===== src/rtl/sync_frame_tx.sv =====
// sync_frame_tx: serial frame transmitter, sync pattern then data MSB-first on an idle-low line.
// Define PARITY_EN to append an even-parity bit after the data.
module sync_frame_tx #(
  parameter int                DATA_W       = 8,
  parameter int                SYNC_W       = 3,
  parameter logic [SYNC_W-1:0] SYNC_PAT     = 3'b101,
  parameter int                CLKS_PER_BIT = 1
) (
  input  logic              clk,
  input  logic              rst,
  input  logic              in_valid,
  input  logic [DATA_W-1:0] in_data,
  output logic              in_ready,
  output logic              sout,
  output logic              bit_strobe,
  output logic              busy,
  output logic              frame_done
);
  localparam int FW = SYNC_W + DATA_W;
`ifdef PARITY_EN
  localparam int F = FW + 1;
`else
  localparam int F = FW;
`endif
  localparam int CW = $clog2(CLKS_PER_BIT + 1);
  localparam int BW = $clog2(F + 1);
  typedef enum logic [1:0] {IDLE, SYNC, DATA, PAR} state_t;
  state_t          r_state;
  logic [CW-1:0]   r_cnt;
  logic [BW-1:0]   r_bit;
  logic [FW-1:0]   r_shift;
`ifdef PARITY_EN
  logic            r_par;
`endif
  logic            w_adv;
  logic            w_last;
  logic            w_next_last;
  logic [BW-1:0]   w_nbit;
  logic [FW-1:0]   w_frame;
  // Sync pattern and payload share one shift register so every bit leaves from its MSB.
  assign w_frame     = {SYNC_PAT, in_data};
  assign w_adv       = r_cnt == CW'(CLKS_PER_BIT - 1);
  assign w_last      = r_bit == BW'(F - 1);
  assign w_next_last = r_bit == BW'(F - 2);
  assign w_nbit      = r_bit + 1'b1;
  assign in_ready    = r_state == IDLE && !rst;
  assign busy        = r_state != IDLE;
  always_ff @(posedge clk) begin
    if (rst) begin
      r_state    <= IDLE;
      r_cnt      <= '0;
      r_bit      <= '0;
      r_shift    <= '0;
      sout       <= 1'b0;
      bit_strobe <= 1'b0;
      frame_done <= 1'b0;
`ifdef PARITY_EN
      r_par      <= 1'b0;
`endif
    end else if (r_state == IDLE) begin
      r_cnt      <= '0;
      r_bit      <= '0;
      bit_strobe <= in_valid;
      frame_done <= 1'b0;
      sout       <= in_valid & w_frame[FW-1];
      if (in_valid) begin
        r_state <= SYNC;
        r_shift <= w_frame << 1;
`ifdef PARITY_EN
        r_par   <= ^in_data;
`endif
      end
    end else if (!w_adv) begin
      r_cnt      <= r_cnt + 1'b1;
      bit_strobe <= 1'b0;
      frame_done <= w_last && r_cnt + 1'b1 == CW'(CLKS_PER_BIT - 1);
    end else if (w_last) begin
      r_state    <= IDLE;
      r_cnt      <= '0;
      sout       <= 1'b0;
      bit_strobe <= 1'b0;
      frame_done <= 1'b0;
    end else begin
      r_cnt      <= '0;
      r_bit      <= w_nbit;
      r_shift    <= r_shift << 1;
      bit_strobe <= 1'b1;
      frame_done <= w_next_last && CLKS_PER_BIT == 1;
`ifdef PARITY_EN
      sout       <= w_nbit == BW'(FW) ? r_par : r_shift[FW-1];
      r_state    <= w_nbit == BW'(FW) ? PAR : w_nbit < BW'(SYNC_W) ? SYNC : DATA;
`else
      sout       <= r_shift[FW-1];
      r_state    <= w_nbit < BW'(SYNC_W) ? SYNC : DATA;
`endif
    end
  end
endmodule


===== config.mk =====
export PLATFORM = sky130hd
export DESIGN_NAME = sync_frame_tx
export DESIGN_NICKNAME = d
export VERILOG_FILES = /design/src/rtl/sync_frame_tx.sv
export SDC_FILE = /design/constraint.sdc
export NUM_CORES = 1
export LEC_CHECK = 0
export ABC_CLOCK_PERIOD_IN_PS = 2400
export CAP_MARGIN = 5
export CORE_MARGIN = 3
export CORE_UTILIZATION = 47
export DETAILED_ROUTE_END_ITERATION = 10
export PLACE_DENSITY_LB_ADDON = 0.08
export SYNTH_ARGS = -nofsm -noshare
export SYNTH_HDL_FRONTEND = slang
export SYNTH_SLANG_ARGS = --single-unit

===== constraint.sdc =====
create_clock -name clk -period 2.4 [get_ports clk]
set_clock_uncertainty 0.1 [all_clocks]
set_input_delay 0.48 -clock clk [delete_from_list [all_inputs] [get_ports clk]]
set_output_delay 0.48 -clock clk [all_outputs]
set_load 0.1 [all_outputs]

; Word-level counts from Yosys, hierarchy flattened
; Cells that the tools add are included.
[word_totals]
register_bits = 21
[op_classes]
addsub = 2
order_cmp = 1
eq_ne = 5
n_mux = 17
n_bitwise = 3
n_reduce_logical = 10
[ops]
columns = op, count
row1 = two-way mux 11 bit, 4
row2 = two-way mux 2 bit, 5
row3 = "equality test 4 bit, second input constant", 2
row4 = two-way mux 1 bit, 8
row5 = "adder 4 x 1 -> 4 bit, second input constant", 1
row6 = "less-than comparator 4 x 2 -> 1 bit, second input constant", 1
row7 = "inequality test 2 x 1 -> 1 bit, second input constant", 2
row8 = AND reduction 2 bit, 2
row9 = NOT 1 bit, 3
row10 = AND reduction 3 bit, 1
row11 = OR reduction 3 bit, 1
row12 = logical AND 1 bit, 2
row13 = logical NOT 2 bit, 1
row14 = "inequality test 2 bit, second input constant", 1
row15 = nonzero test 2 bit, 1
row16 = OR reduction 2 bit, 1
row17 = "adder 1 bit, second input constant", 1
row18 = logical NOT 1 bit, 1

; Depth between registers and ports, before layout
; Gate-level depths: netlist (run 1).
[logic_depth]
depth_word = 6
depth_mapped = 7
ltp_nobuf = 6

; Worst setup path before layout (run 1)
; Ideal clock, no wire load.
[synth_timing]
path_type = register -> output
startpoint = register r_state[1]
endpoint = output port in_ready
arrival_ns = 2.517
slack_ns = -0.697
stages_incl_launch_ff = 6
n_path_buf = 2
path_cell_list = dfxtp_1 > nor2_1 > buf_2 > inv_1 > buf_2 > nor2_1
[synth_between]
elab_chain_cells = 2
[synth_rtl]
columns = item, line_no
row1 = "start, declared", 28  ; state_t r_state;
row2 = "start signal, assigned", 94  ; r_state <= w_nbit < BW'(SYNC_W) ? SYNC : DATA;
row3 = logical NOT 2 bit, 46  ; assign in_ready = r_state == IDLE && !rst;
row4 = logical AND 1 bit, 46
row5 = "end, declared", 13  ; output logic in_ready,
; Every way passes these cells.

; Worst setup path after layout (run 1)
; Ends and elaborated chain as after synthesis.

==> results of run 1 <==
[cells in the final DEF, fill, tap and decap left out, types with 2 or more instances in the layout]
master and count:
ha_1 3, nor2b_1 2, nand2_1 21, inv_1 5, a311oi_2 2, clkdlybuf4s50_1 10
a21oi_1 5, nor2_2 3, dfxtp_1 20, a221oi_1 2, nand3b_1 2, nor2_1 12
a311oi_1 5, nand3_1 2, clkbuf_4 3, buf_12 2, buf_4 5
[worst paths after layout]
| path | from | to | slack, ps | cells after the start |
|---|---|---|---|---|
| setup reg to reg | r_bit[0] | r_shift[7] | 310 | 6 |
| hold reg to reg | r_shift[9] | r_shift[10] | 360 | 2 |
| setup / recovery | r_state[1] | in_ready | 150 | 4 |
| hold / removal | r_shift[9] | r_shift[10] | 360 | 2 |
[cells in the mapped netlist (2+ instances only)]
cell type / count
nand2_1: 21
dfxtp_1: 20
inv_1: 5
nor2b_1: 2
nor2_2: 2
a311oi_2: 2
clkbuf_1: 2
a311oi_1: 5
nor2_1: 14
a21oi_1: 5
buf_2: 2
a221oi_1: 2
nand3b_1: 2
nand3_1: 2
ha_1: 3
[sequential cells by signal (all words and copies together) (netlist names)]
signal / flops
r_cnt: 1
frame_done: 1
r_state: 2
sout: 1
r_bit: 4
bit_strobe: 1
r_shift: 10
[power by group through the flow]
stage | clock network [mW] | logic, mW | registers [mW]
6_report | 0.190 | 0.205 | 0.378
5_1_grt | 0.215 | 0.222 | 0.381
4_1_cts | 0.197 | 0.206 | 0.378
3_5_place_dp | 0 | 0.205 | 0.385
3_3_place_gp | 0 | 0.202 | 0.384
2_1_floorplan | 0 | 0.128 | 0.403
[cell type report]
cell class / instances / area share, %
clock buffer: 4 / 3.10
inverter: 5 / 1.60
multi-input combinational: 78 / 43.3
sequential: 20 / 34.2
tap: 25 / 2.67
timing repair buffer: 17 / 15.2
[worst max-delay path, stage by stage, from the launching register on]
cell,delay (ps)
dfxtp_1,350
nor2_2,300
inv_1,310
nor2_4,210
buf_12,190
[routing by layer]
| metal | vias up | GRT usage [%] | wire length [um] |
|---|---|---|---|
| li1 | 405 | - | - |
| met1 | 364 | 21.8 | 934 |
| met2 | 16 | 24.1 | 813 |
| met3 | 2 | 6.71 | 96 |
| met4 | 0 | 4.04 | 13 |
| met5 | - | 0 | 0 |
[stage by stage]
| step | worst slack, ps | total power, mW | hold WS (ps) | utilization, % | instances |
|---|---|---|---|---|---|
| 6_report | 154 | 0.773 | 363 | 65.0 | 149 |
| 5_1_grt | 50.3 | 0.818 | 409 | 65.0 | 149 |
| 4_1_cts | 151 | 0.781 | 369 | 65.0 | 149 |
| 3_5_place_dp | 268 | 0.590 | 352 | 62.8 | 145 |
| 3_3_place_gp | 268 | 0.586 | 355 | 62.8 | 145 |
| 2_1_floorplan | 81.3 | 0.531 | 327 | - | 108 |
[logic make-up after synthesis]
logic type | Yosys count | synth area share (%)
fa+ha+maj | 3 | 3.97
flops | 20 | 42.4
mux | 1 | 1.06
xor+xnor | 2 | 1.85
buf+inv | 10 | 5.03
compound gates | 19 | 17.7
other cells | 1 | 0.397
simple gates | 52 | 27.5
==> flow_results.org, run 1 <==
** Timing
- Post-route clock period utilization :: about 94%
- Highest Clock Rate :: between 0.4 and 0.5 GHz
- Setup violations remaining at the end of the flow were counted as 0.
- Setup repair after global routing left no endpoint under its margin.
- Final-report hold violation count :: 0
- For the pin with the worst max-slew slack, the measured transition is 639 ps.
- Final slew viol count :: 0
- Measured against its own limit, the worst slew margin works out to around 57%.
- The worst path needs roughly 2200 ps of the cycle, external delays included.
- Adding up every negative setup slack in the final design gives 0 ps.

** Clock tree
- Clock tree from TritonCTS :: built
- Clock-pin slew was measured on the worst setup and hold paths at 110 ps.
- Clock sink count :: 20
- The root buffer cell chosen for the clock tree is clkbuf_4.
- In this run, CTS created clock tree buffers numbering 3.
- Post-CTS timing repair inserted 0 buffers for setup.
- Gates resized during post-CTS repair numbered 1.
- No sink is reached through more buffers than the 2 on the longest clock path.
- Hold-fix buffers, CTS :: 0
- For the worst-skew pair, the clock arrives at the later sink with an insertion delay of about 300 ps.
- H-tree levels :: 1

** Floorplan
- 16 I/O pins were placed.
- Effective utilization at floorplan :: 52.4%
- Die X :: a little over 50 um
- The die covers between 2000 and 3000 um^2.
- Number of core rows :: 15
- The die is roughly 51 um tall.
- After floorplanning, the core was sized to cover roughly 1800 um^2.

** Synthesis
- Area of the mapped netlist :: between 900 and 1000 um^2
- For this run, the leading register cell type out of synthesis is dfxtp_1.
- After synthesis, the share of flip-flops with an asynchronous set or reset is 0%.
- After synthesis, the mean cell area works out to approximately 9 um^2.
- Sorting the synthesized cells by area gives the leading types as dfxtp_1 42%, nand2_1 8.3%, nor2_1 5.6%, a311oi_1 4.6%, ha_1 4.0%.
- The largest total area in the synthesized netlist belongs to dfxtp_1.
- Synthesis handed over a netlist of approximately 110 instances.
- For this run, the number of Yosys warnings is 0.
- Yosys mapped a number of flops with a built-in enable equal to 0.
- Share of the yosys chip area belonging to registers :: 42.4%
- Share of the synthesized area in the top cell type :: 42.4%
- Synthesized netlist net count :: 122
- Counting flops and latches in the post-synthesis netlist gives 20.
- Distinct cell type count of the synthesized netlist :: 34

** Routing
- The pre-antenna-repair detailed-routing pass consisted of 4 iterations.
- The routed layout has 787 vias.
- Average routed wire per standard cell :: about 12 um
- Dividing the detail-routed via count by the number of cells gives 5.28.
- Iteration-0 DRC count of the detailed router :: 13
- Remaining routing DRC violations :: 0
- Summed over all layers, the routed wires come to between 1500 and 2000 um.
- In this run the remaining antenna-violating nets after routing total 0.

** GRT
- Total routing resource utilization after global routing :: between 10% and 20%
- The number of antenna violations at the first check in global routing was 0.
- Grt ovf :: 0
- First-pass GRT wire length :: 3170 um
- The via count of the first global-routing pass is just over 700.
- Pin count of the biggest net entering global routing :: 16

** Flow run
- MaxCap Viol Count :: 0

** Critical path
- The setup path with the least slack is of type reg -> out.
- Data on the critical path is required at its endpoint by between 1500 and 2000 ps.
- Kind of end point of the critical path :: primary output
- Arrival @ worst endpoint :: 1670 ps
- STA classifies the critical path startpoint as a flip-flop.
- Peak fanout along the critical path :: 11

** Layout
- Summing all multi-input logic gate instances after layout gives about 500 um^2.
- Final #Nets :: 139
- Final Cell Area :: roughly 1200 um^2
- The sequential cells in the finished layout cover a total of 400 um^2.
- Share of layout cells above drive strength 1 :: ~18%
- Layout overhead on the synthesized area :: 24.0%
- The number of antenna diodes in the final layout is 0.
- Counting the fill cells in the layout gives about 160.

** Pwr
- The internal power of the cells totals roughly 530 uW.
- Combinational fraction of design power :: a little over a quarter
- Clock share of power :: 24.6%
- VDD IR max :: 0.476 mV
- Net switching is between 30% and 40% of the power.
- Psw :: roughly 240 uW
- Sequential cells burn about half of the power.
- Power density relative to cell area :: 660 nW/um^2
- Total leakage power :: roughly 0.44 nW

** Place
- During placement, the flow inserted port buffers numbering 15.
- Post-Place Cell Area :: about 1100 um^2
- Detailed placement finished with a half-perimeter wire length of 1350 um.
- At the end of routability-driven placement, the weighted congestion stood at between 0.8 and 0.9.

** Status
- Result of the run :: completed

** Min path
- The min-delay analysis places its worst path in the category reg -> reg.
Power figures use the tool's default switching activity.
==> run 2: changes to the inputs <==
--- a/config.mk
+++ b/config.mk
@@ -5,10 +5,10 @@
 export SDC_FILE = /design/constraint.sdc
 export NUM_CORES = 1
 export LEC_CHECK = 0
-export ABC_CLOCK_PERIOD_IN_PS = 2400
+export ABC_CLOCK_PERIOD_IN_PS = 2500
 export CAP_MARGIN = 5
 export CORE_MARGIN = 3
-export CORE_UTILIZATION = 47
+export CORE_UTILIZATION = 35
 export DETAILED_ROUTE_END_ITERATION = 10
 export PLACE_DENSITY_LB_ADDON = 0.08
 export SYNTH_ARGS = -nofsm -noshare
==> constraint.sdc (replaced) <==
create_clock -name clk -period 2.5 [get_ports clk]
set_clock_uncertainty 0.1 [all_clocks]
set_input_delay 0.5 -clock clk [delete_from_list [all_inputs] [get_ports clk]]
set_output_delay 0.5 -clock clk [all_outputs]
set_load 0.1 [all_outputs]
==> flow_results.org, run 2 (synthesis results as in run 1) <==
** Layout
- For this run, the number of standard cells in the final layout without fillers is roughly 160.
- In the layout the commonest cells are 21 x nand2_1, 20 x dfxtp_1, 13 x nor2_1.
- For this run, the post-layout net count is 140.
- Compared with the post-synthesis result, the final layout area differs by 25.2%.
- Once layout is complete, the utilization of the core stands at roughly 47%.
- The largest registers in the layout are r_shift x10, r_bit x4, r_state x2.
- Ranked by flip-flop count, first place goes to r_shift.
- 0 antenna diodes ended up in the layout.
- After routing the design area is roughly 1200 um^2.
- The post-route netlist has between 10% and 20% of its cells at a drive strength greater than 1.
- Most frequent standard cell in the layout excluding fill and tap cells :: nand2_1
- The register with the most flip-flops in the layout has 10 of them.

** Timing
- Slew margin rel. :: 56.3%
- Final setup fails :: 0
- Highest Clock Rate :: 0.459 GHz
- Final min period :: between 2000 and 2500 ps
- Final-report hold violation count :: 0
- Setup repair after global routing left no endpoint under its margin.
- Final slew viol count :: 0
- At the pin with the least slew margin, the transition time is ~660 ps.
- Post-route clock period utilization :: a little under 90%
- Setup TNS :: 0 ps

** Routing
- Iteration-0 DRC count of the detailed router :: 22
- In the routed layout, each cell is associated on average with a via count of 5.15.
- Via count :: approximately 800
- In the routed design, unresolved DRC markers number 0.
- In this run the remaining antenna-violating nets after routing total 0.
- Total iterations of the first detailed-routing run :: 4
- In the final routed layout, each cell accounts on average for between 10 and 15 um.
- Overall routed net length :: roughly 1900 um

** Critical path
- The signal on the critical path passes through nor2_1, inv_1, nor2_4, buf_12.
- Critical path's top delay family :: buffers and inverters
- Slowest stage cell on the critical path :: dfxtp_1
- Critical register-to-register path startpoint :: r_bit[0]
- Count of buffer and inverter cells on the critical path :: 2
- Required time of the critical path :: between 1500 and 2000 ps
- Arrival @ worst endpoint :: 1580 ps
- In this run the worst path has a maximum fanout of 11.
- For the worst flop-to-flop path, the logic depth is 6.
- The worst setup path is launched from a flip-flop.
- The endpoint identified for the worst register-to-register timing path is r_shift[4].
- Critical Path Max Stage Delay :: between 300 and 400 ps
- FF-to-FF setup slack :: just over 400 ps
- Kind of end point of the critical path :: primary output
- Setup CP Type :: reg -> out

** Clock tree
- Hold-fix buffers, CTS :: 0
- The tree is rooted in a clkbuf_4.
- Clock insertion delay at the later pin of the skew report :: around 300 ps
- CTS built an H-tree with a depth of 1.
- No sink is reached through more buffers than the 2 on the longest clock path.
- # resized after CTS :: 0
- Buffers added to address setup during post-CTS repair amount to 0.
- Clock tree from TritonCTS :: built
- Clock sink count :: 20
- Clock transition at the register clock pins on the worst setup and hold paths after CTS :: about 110 ps
- Total CTS buffers :: 3

** Min path
- Worst min-delay path startpoint :: r_shift[9]
- The min-delay analysis places its worst path in the category reg -> reg.
- For hold timing, the worst endpoint is r_shift[10].
- Hold Path Depth :: 2

** Floorplan
- Effective utilization at floorplan :: between 30% and 40%
- Boundary Pins :: 16
- Number of core rows :: 18
- Measured along the x axis, the die boundary spans between 50 and 60 um.
- Overall die height :: about 58 um
- Die area :: about 3400 um^2
- Core region area :: between 2000 and 3000 um^2

** GRT
- Global routing consumed, over all layers together, roughly an eighth of the routing resources.
- The via count of the first global-routing pass is 740.
- Number of antenna violations at the first check in global routing :: 0
- The first global-routing pass estimated about 3300 um of wire.
- Grt ovf :: 0
- Entering global routing, the biggest net connects 16 pins.

** Pwr
- Summed over all nets, the switching power comes to ~240 uW.
- Of the total power, the share spent switching nets is between 30% and 40%.
- VDD sags by at most 0.329 mV.
- Combinational fraction of design power :: 26.3%
- Cell internal power was estimated by the tool at ~500 uW.
- For this design the ratio of total power to cell area is approximately 630 nW/um^2.
- Summed over all cells, the static leakage comes to about 0.44 nW.
- Clock share of power :: ~25%
- Per report_power, the sequential group accounts for about half of the total.

** Place
- In this run the cell area measured after placement is roughly 1100 um^2.
- Placed Instances :: 151
- In this run the tool buffered the top-level ports with 15 buffer cells.
- Routability-driven placement finished with a final weighted congestion of between 0.7 and 0.8.
- Detailed Place HPWL :: 1360 um

** Status
- Result of the run :: completed

** Flow run
- Across the run, the number of max-cap violations was 0.
==> run 2: routing by layer <==
metal / part of all wire [%] / global-route usage [%] / wire length (um) / up-vias
met2: 43 / 18.5 / 811 / 11
li1: - / - / - / 409
met5: 0 / 0 / 0 / -
met4: 1.3 / 5.96 / 25 / 0
met1: 52 / 18.0 / 990 / 374
met3: 4.1 / 2.67 / 79 / 4
==> run 2: stage by stage <==
step	power (mW)	worst slack [ps]	hold WS, ps
4_1_cts	0.757	321	365
3_5_place_dp	0.567	355	348
6_report	0.748	322	358
2_1_floorplan	0.510	161	327
3_3_place_gp	0.566	399	347
5_1_grt	0.792	148	400
==> run 2: how the worst max path moves through the flow <==
| stage | startpoint | endpoint | slack (ps) | cells after the start |
|---|---|---|---|---|
| floorplan | r_state[1] | in_ready | 160 | 5 |
| global placement | in_valid | r_shift[6] | 400 | 5 |
| detailed placement | in_valid | r_shift[4] | 350 | 5 |
| CTS | r_state[1] | in_ready | 320 | 4 |
| global route | r_bit[0] | r_shift[3] | 150 | 6 |
| finish | r_state[1] | in_ready | 320 | 4 |
==> run 2: final cells by class <==
| cell class | instances | area, um^2 |
|---|---|---|
| repair buffers | 18 | 185 |
| well taps | 30 | 37.5 |
| multi-input cells | 78 | 504 |
| fillers | 267 | 1340 |
| clock buffers | 4 | 36.3 |
| flip-flops and latches | 20 | 400 |
| inverters | 5 | 18.8 |
==> run 2: worst reg2reg max path, cell delays in order, from the launching register on <==
cell and delay, ps:
dfxtp_1 470, inv_1 70, ha_1 260, and3b_4 220
o31ai_4 550, nor2_1 80, a311oi_1 270
==> run 2: power groups by stage <==
stage	clock network (mW)	logic [mW]	registers [mW]
floorplan	0	0.123	0.387
global placement	0	0.197	0.369
detailed placement	0	0.198	0.369
CTS	0.197	0.198	0.362
global route	0.212	0.215	0.366
finish	0.189	0.197	0.362
